**config.mk**
```make
export PLATFORM = sky130hd
export DESIGN_NAME = uart_rx_fifo
export DESIGN_NICKNAME = d
export VERILOG_FILES = /design/src/rtl/uart_rx_fifo.sv
export SDC_FILE = /design/constraint.sdc
export NUM_CORES = 1
export LEC_CHECK = 0
export ABC_AREA = 1
export CORE_ASPECT_RATIO = 0.9
export CORE_MARGIN = 2
export CORE_UTILIZATION = 54
export CTS_CLUSTER_DIAMETER = 80
export DETAILED_ROUTE_END_ITERATION = 6
export GPL_ROUTABILITY_DRIVEN = 0
export PLACE_DENSITY_LB_ADDON = 0.05
export SYNTH_ARGS = -nofsm -noshare
export SYNTH_HDL_FRONTEND = slang
export SYNTH_SLANG_ARGS = --single-unit
```
**constraint.sdc**
```tcl
create_clock -name i_clk -period 2.3 [get_ports i_clk]
set_clock_uncertainty 0.1 [all_clocks]
set_input_delay 0.23 -clock i_clk [delete_from_list [all_inputs] [get_ports i_clk]]
set_output_delay 0.23 -clock i_clk [all_outputs]
set_load 0.05 [all_outputs]
```
**src/rtl/uart_rx_fifo.sv**
```systemverilog
// Receive byte buffer between the UART receiver and the command decoder.
// Captures and acknowledges rx bytes, then replays them as spaced strobes.
module uart_rx_fifo #(
  parameter int DEPTH_LOG2 = 4,
  parameter int STB_GAP    = 1
) (
  input  logic                  i_clk,
  input  logic                  i_reset,
  input  logic [7:0]            i_rx_word,
  input  logic                  i_rx_rxne,
  input  logic                  i_rx_ore,
  output logic                  o_rxne_clear,
  output logic [7:0]            o_data,
  output logic                  o_stb,
  input  logic                  i_hold,
  output logic [DEPTH_LOG2:0]   o_level,
  output logic                  o_empty,
  output logic                  o_full,
  output logic [7:0]            o_drop_cnt,
  input  logic                  i_drop_clr
);

  localparam int DEPTH = 1 << DEPTH_LOG2;
  localparam int GW    = (STB_GAP > 0) ? $clog2(STB_GAP + 1) : 1;
  localparam logic [DEPTH_LOG2:0] FULL_LVL = (DEPTH_LOG2+1)'(DEPTH);

  typedef enum logic {S_IDLE, S_WAIT_LOW} state_t;

  state_t                r_state;
  state_t                w_state_nxt;
  logic [7:0]            r_mem [DEPTH];
  logic [DEPTH_LOG2-1:0] r_wr_ptr;
  logic [DEPTH_LOG2-1:0] r_rd_ptr;
  logic [DEPTH_LOG2:0]   r_level;
  logic [GW-1:0]         r_gap;
  logic [7:0]            r_data;
  logic                  r_stb;
  logic                  r_rxne_clear;
  logic [7:0]            r_drop;
  logic                  r_ore_d;
  logic                  w_cap;
  logic                  w_wr;
  logic                  w_drop_full;
  logic                  w_pop;
  logic                  w_ore_rise;
  logic [1:0]            w_inc;
  logic [8:0]            w_sum;

  assign o_empty      = (r_level == '0);
  assign o_full       = (r_level == FULL_LVL);
  assign o_level      = r_level;
  assign o_data       = r_data;
  assign o_stb        = r_stb;
  assign o_rxne_clear = r_rxne_clear;
  assign o_drop_cnt   = r_drop;

  always_comb begin
    w_state_nxt = r_state;
    w_cap       = 1'b0;
    w_wr        = 1'b0;
    w_drop_full = 1'b0;
    unique case (r_state)
      S_IDLE: begin
        if (i_rx_rxne) begin
          w_cap       = 1'b1;
          w_wr        = !o_full;
          w_drop_full = o_full;
          w_state_nxt = S_WAIT_LOW;
        end
      end
      S_WAIT_LOW: begin
        if (!i_rx_rxne) w_state_nxt = S_IDLE;
      end
      default: w_state_nxt = S_IDLE;
    endcase
  end

  // Full is judged on the start-of-cycle level; a same-cycle pop never rescues
  assign w_pop      = !o_empty && !i_hold && (r_gap == '0);
  assign w_ore_rise = i_rx_ore && !r_ore_d;
  assign w_inc      = {1'b0, w_drop_full} + {1'b0, w_ore_rise};
  assign w_sum      = {1'b0, r_drop} + 9'(w_inc);

  always_ff @(posedge i_clk) begin
    if (w_wr) r_mem[r_wr_ptr] <= i_rx_word;
  end

  always_ff @(posedge i_clk or posedge i_reset) begin
    if (i_reset) begin
      r_state      <= S_IDLE;
      r_wr_ptr     <= '0;
      r_rd_ptr     <= '0;
      r_level      <= '0;
      r_gap        <= '0;
      r_data       <= '0;
      r_stb        <= 1'b0;
      r_rxne_clear <= 1'b0;
      r_drop       <= '0;
      r_ore_d      <= 1'b0;
    end else begin
      r_state      <= w_state_nxt;
      r_rxne_clear <= w_cap;
      r_ore_d      <= i_rx_ore;
      r_stb        <= w_pop;
      if (w_wr) r_wr_ptr <= r_wr_ptr + DEPTH_LOG2'(1);
      if (w_pop) begin
        r_data   <= r_mem[r_rd_ptr];
        r_rd_ptr <= r_rd_ptr + DEPTH_LOG2'(1);
        r_gap    <= GW'(STB_GAP);
      end else if (r_gap != '0) begin
        r_gap <= r_gap - GW'(1);
      end
      unique case ({w_wr, w_pop})
        2'b10:   r_level <= r_level + (DEPTH_LOG2+1)'(1);
        2'b01:   r_level <= r_level - (DEPTH_LOG2+1)'(1);
        default: r_level <= r_level;
      endcase
      if (i_drop_clr)   r_drop <= '0;
      else if (w_sum[8]) r_drop <= 8'hFF;
      else              r_drop <= w_sum[7:0];
    end
  end

endmodule

```
==> impl_metrics.csv <==
group,metric,value,unit
yosys,post-synth-top-count-cell,"nand2_1",
sta,period_share,103,%
power_and_ir_drop,p_sw,3.73,mW
clock_network,cts_tree,"yes",
clock_network,cts.path.max_buffers,2,
outcome,outcome,"finished with violations",
yosys,syn_nets,743,
yosys,synth_edf_count,128,
sta,tightest_slew,0.702,ns
yosys,yosysSeqAreaShare,65.1,%
critical_path,crit_slowest_cell,"dfrtp_2",
sta,totalNegativeSetupSlack,-0.0655,ns
yosys,async_flop_share,20.5,%
sta,grt_setup_unrepaired,"true",
sta,timing.final.ws_setup,-0.0590,ns
global_route,grt_max_degree,46,
sta,setup_viol,2,
critical_path,crit_type,"reg -> reg",
sta,period_minus_slack,2.36,ns
yosys,syn_inst,718,
drt,routed_wl,16000,µm
clock_network,clk_latency,0.42,ns
clock_network,path_clk_slew,0.06,ns
yosys,synth_top_area_share,53.6,%
drt,viasPerCell,5.09,
layout,fillerInstances,1013,
die,die_height,113,µm
power_and_ir_drop,ir_worst_vdd,0.692,mV
sta,slew_headroom,53.0,%
clock_network,h-tree-depth,4,
yosys,synth_ff_type,"edfxtp_1",
critical_path,r2r_slack,-0.06,ns
global_route,globalRouteTotalUtil,24.0,%
global_route,met2_usage,37.7,%
layout,layout-drive-gt1-share,13.1,%
clock_network,root_buffer,"clkbuf_16",
outcome,violations,"setup timing",
global_route,grt_antenna_before_repair,0,
yosys,synthTopCellsByCount,"234 x nand2_1, 128 x edfxtp_1, 124 x inv_1",
yosys,ys_ff_latch,161,
sta,hold_viol,0,
power_and_ir_drop,p_int,6.43,mW
yosys,synth.avg_cell_area,9.99,µm²
critical_path,reg2reg_depth,10,
drt,vias,4943,
drt,drtPass1Iterations,5,
yosys,synthTopCellsByArea,"edfxtp_1 54%, nand2_1 12%, dfrtp_1 12%",
sta,fmax,424,MHz
global_route,first_global_vias,4865,
die,core_area,12800,µm²
power_and_ir_drop,clock_power_share,28.2,%
power_and_ir_drop,power_leakage,3.89,nW
die,die_w,125,µm
power_and_ir_drop,combPwrFrac,35.6,%
critical_path,required,2.51,ns
critical_path,start_kind,"flop",
global_route,grt_pass1_wl,25600,µm
die,boundaryPins,39,
drt,final_antenna_net_count,0,
layout,n_antenna_cell,0,
die,start_util,55.9,%
worst_hold_path,hold_path_class,"in -> async",
clock_network,numCtsBuffers,17,
yosys,syn_area,7170,µm²
clock_network,cts_sinks,161,
drt,wl_per_cell,16.5,µm
critical_path,timing.rr.start,"o_level[1]",
global_route,grt_busiest_layer,"met2",
layout,fin_nets,820,
place,io_buffers,38,
layout,multi_input_area,1960,µm²
layout,final_util,67.5,%
sta,report.final.slew_viol_count,0,
critical_path,crit_fanout,3,
critical_path,max_stage_delay,0.42,ns
power_and_ir_drop,switching_share,36.7,%
yosys,synth_cell_type_count,25,
power_and_ir_drop,powerDensity,1170,nW/µm²
global_route,met3_usage,5.30,%
critical_path,crit_path_cell_trace,"nor4_4 -> nand2_2 -> nor3_4 -> fa_2 -> nand4_1 -> buf_4 -> nor3b_4 -> nand2_1 -> nor2_1 -> nor2_1",
power_and_ir_drop,pwr-share-seq,36.2,%
yosys,synth_warnings,0,
yosys,yosysTopAreaCell,"edfxtp_1",
place,place_hpwl,10200,µm
sta,holdWs,0.117,ns
critical_path,cpMostUsedCell,"nor2_1",
critical_path,cp-end-kind,"flop",
layout,syn2layout_area_growth,20.9,%
layout,seqCellArea,4680,µm²
layout,final_cells,972,
drt,drtIter0Drc,476,
flow_run,cap_violations,0,
global_route,grt_overflow,0,
critical_path,cp_data_arrival_time,2.57,ns
global_route,met1_usage,33.1,%
die,dieArea,14200,µm²
critical_path,reg2reg_to,"o_drop_cnt[6]",
drt,drcViolationCount,0,
place,placedCellCount,932,
die,rows,39,
-- critical path, delay by kind of cell (launching register included) --
kind          cells  cell delay, ns
simple gates      8            1.30
flops             1            0.42
fa+ha+maj         1            0.24
buf+inv           1            0.19
-- sequential cells by signal (all words and copies together) (netlist names), 4 cells and up --
name and count:
o_data 8, o_drop_cnt 8, o_level 5, r_mem 128, r_rd_ptr 4, r_wr_ptr 4
-- layout by cell type (no fill, tap or decap), types with 3 or more instances in the layout --
cell and n:
nor2_1 8, nand3_1 100, clkbuf_16 17, clkdlybuf4s50_1 36, buf_4 49, nor3_1 16
nand2_1 231, xor2_1 5, a21oi_2 6, clkinv_2 7, xnor2_1 5, nand2_2 5
dfrtp_2 5, o21ai_0 6, inv_1 123, edfxtp_1 128, dfrtp_1 28, clkinv_1 3
ha_1 7, bufinv_16 4
-- power by group through the flow --
stage,Combinational [mW],Sequential [mW],Clock [mW]
2_1_floorplan,2.03,4.07,0
3_3_place_gp,3.47,3.71,0
3_5_place_dp,3.54,3.72,0
4_1_cts,3.59,3.68,2.90
5_1_grt,3.98,3.72,3.03
6_report,3.61,3.68,2.86
-- routing by layer --
layer | vias to the layer above | part of all wire [%]
li1 | 2456 | -
met1 | 2341 | 45
met2 | 124 | 48
met3 | 22 | 4.7
met4 | 0 | 1.9
met5 | - | 0
-- cell type report --
type | count | area share (%)
Clock buffer | 18 | 4.95
Clock inverter | 14 | 1.96
Inverter | 126 | 5.46
Tap cell | 164 | 2.37
Multi-Input combinational cell | 402 | 22.6
Timing Repair Buffer | 87 | 8.76
Sequential cell | 161 | 53.9
-- how the worst max path moves through the flow --
stage | from | end | slack, ns | cells after the start
after floorplan | o_level[1] | o_level[4] | -0.13 | 13
after global placement | o_level[1] | o_drop_cnt[6] | -0.02 | 9
after detailed placement | o_level[1] | o_drop_cnt[5] | -0.08 | 10
after CTS | o_level[0] | o_level[4] | -0.006 | 12
after global routing | o_level[1] | o_drop_cnt[6] | -0.20 | 10
final | o_level[1] | o_drop_cnt[6] | -0.06 | 10
-- cells by family after synthesis --
group	count (synthesis)	synth area share, %
AOI/OAI and AO/OA	15	1.10
DFF	161	65.1
buffers and inverters	155	8.92
xor gates and xnor gates	10	1.22
and+or+nand+nor	366	21.5
adders and majority gates	11	2.13
-- timing repair --
action                                  CTS  global route
setup buffers                             2             6
endpoints found under the setup margin    9            10
pin swaps                                 3             7
resized for setup                         6            10
hold buffers                              0             0
-- through the flow --
| stage | cell area [µm²] | total power, mW | worst slack [ns] |
|---|---|---|---|
| 2_1_floorplan | 7200 | 6.10 | -0.132 |
| 3_3_place_gp | 7940 | 7.18 | -0.0246 |
| 3_5_place_dp | 7940 | 7.26 | -0.0796 |
| 4_1_cts | 8570 | 10.2 | -0.00605 |
| 5_1_grt | 8670 | 10.7 | -0.201 |
| 6_report | 8670 | 10.2 | -0.0590 |
(Power assumes the default switching activity.)
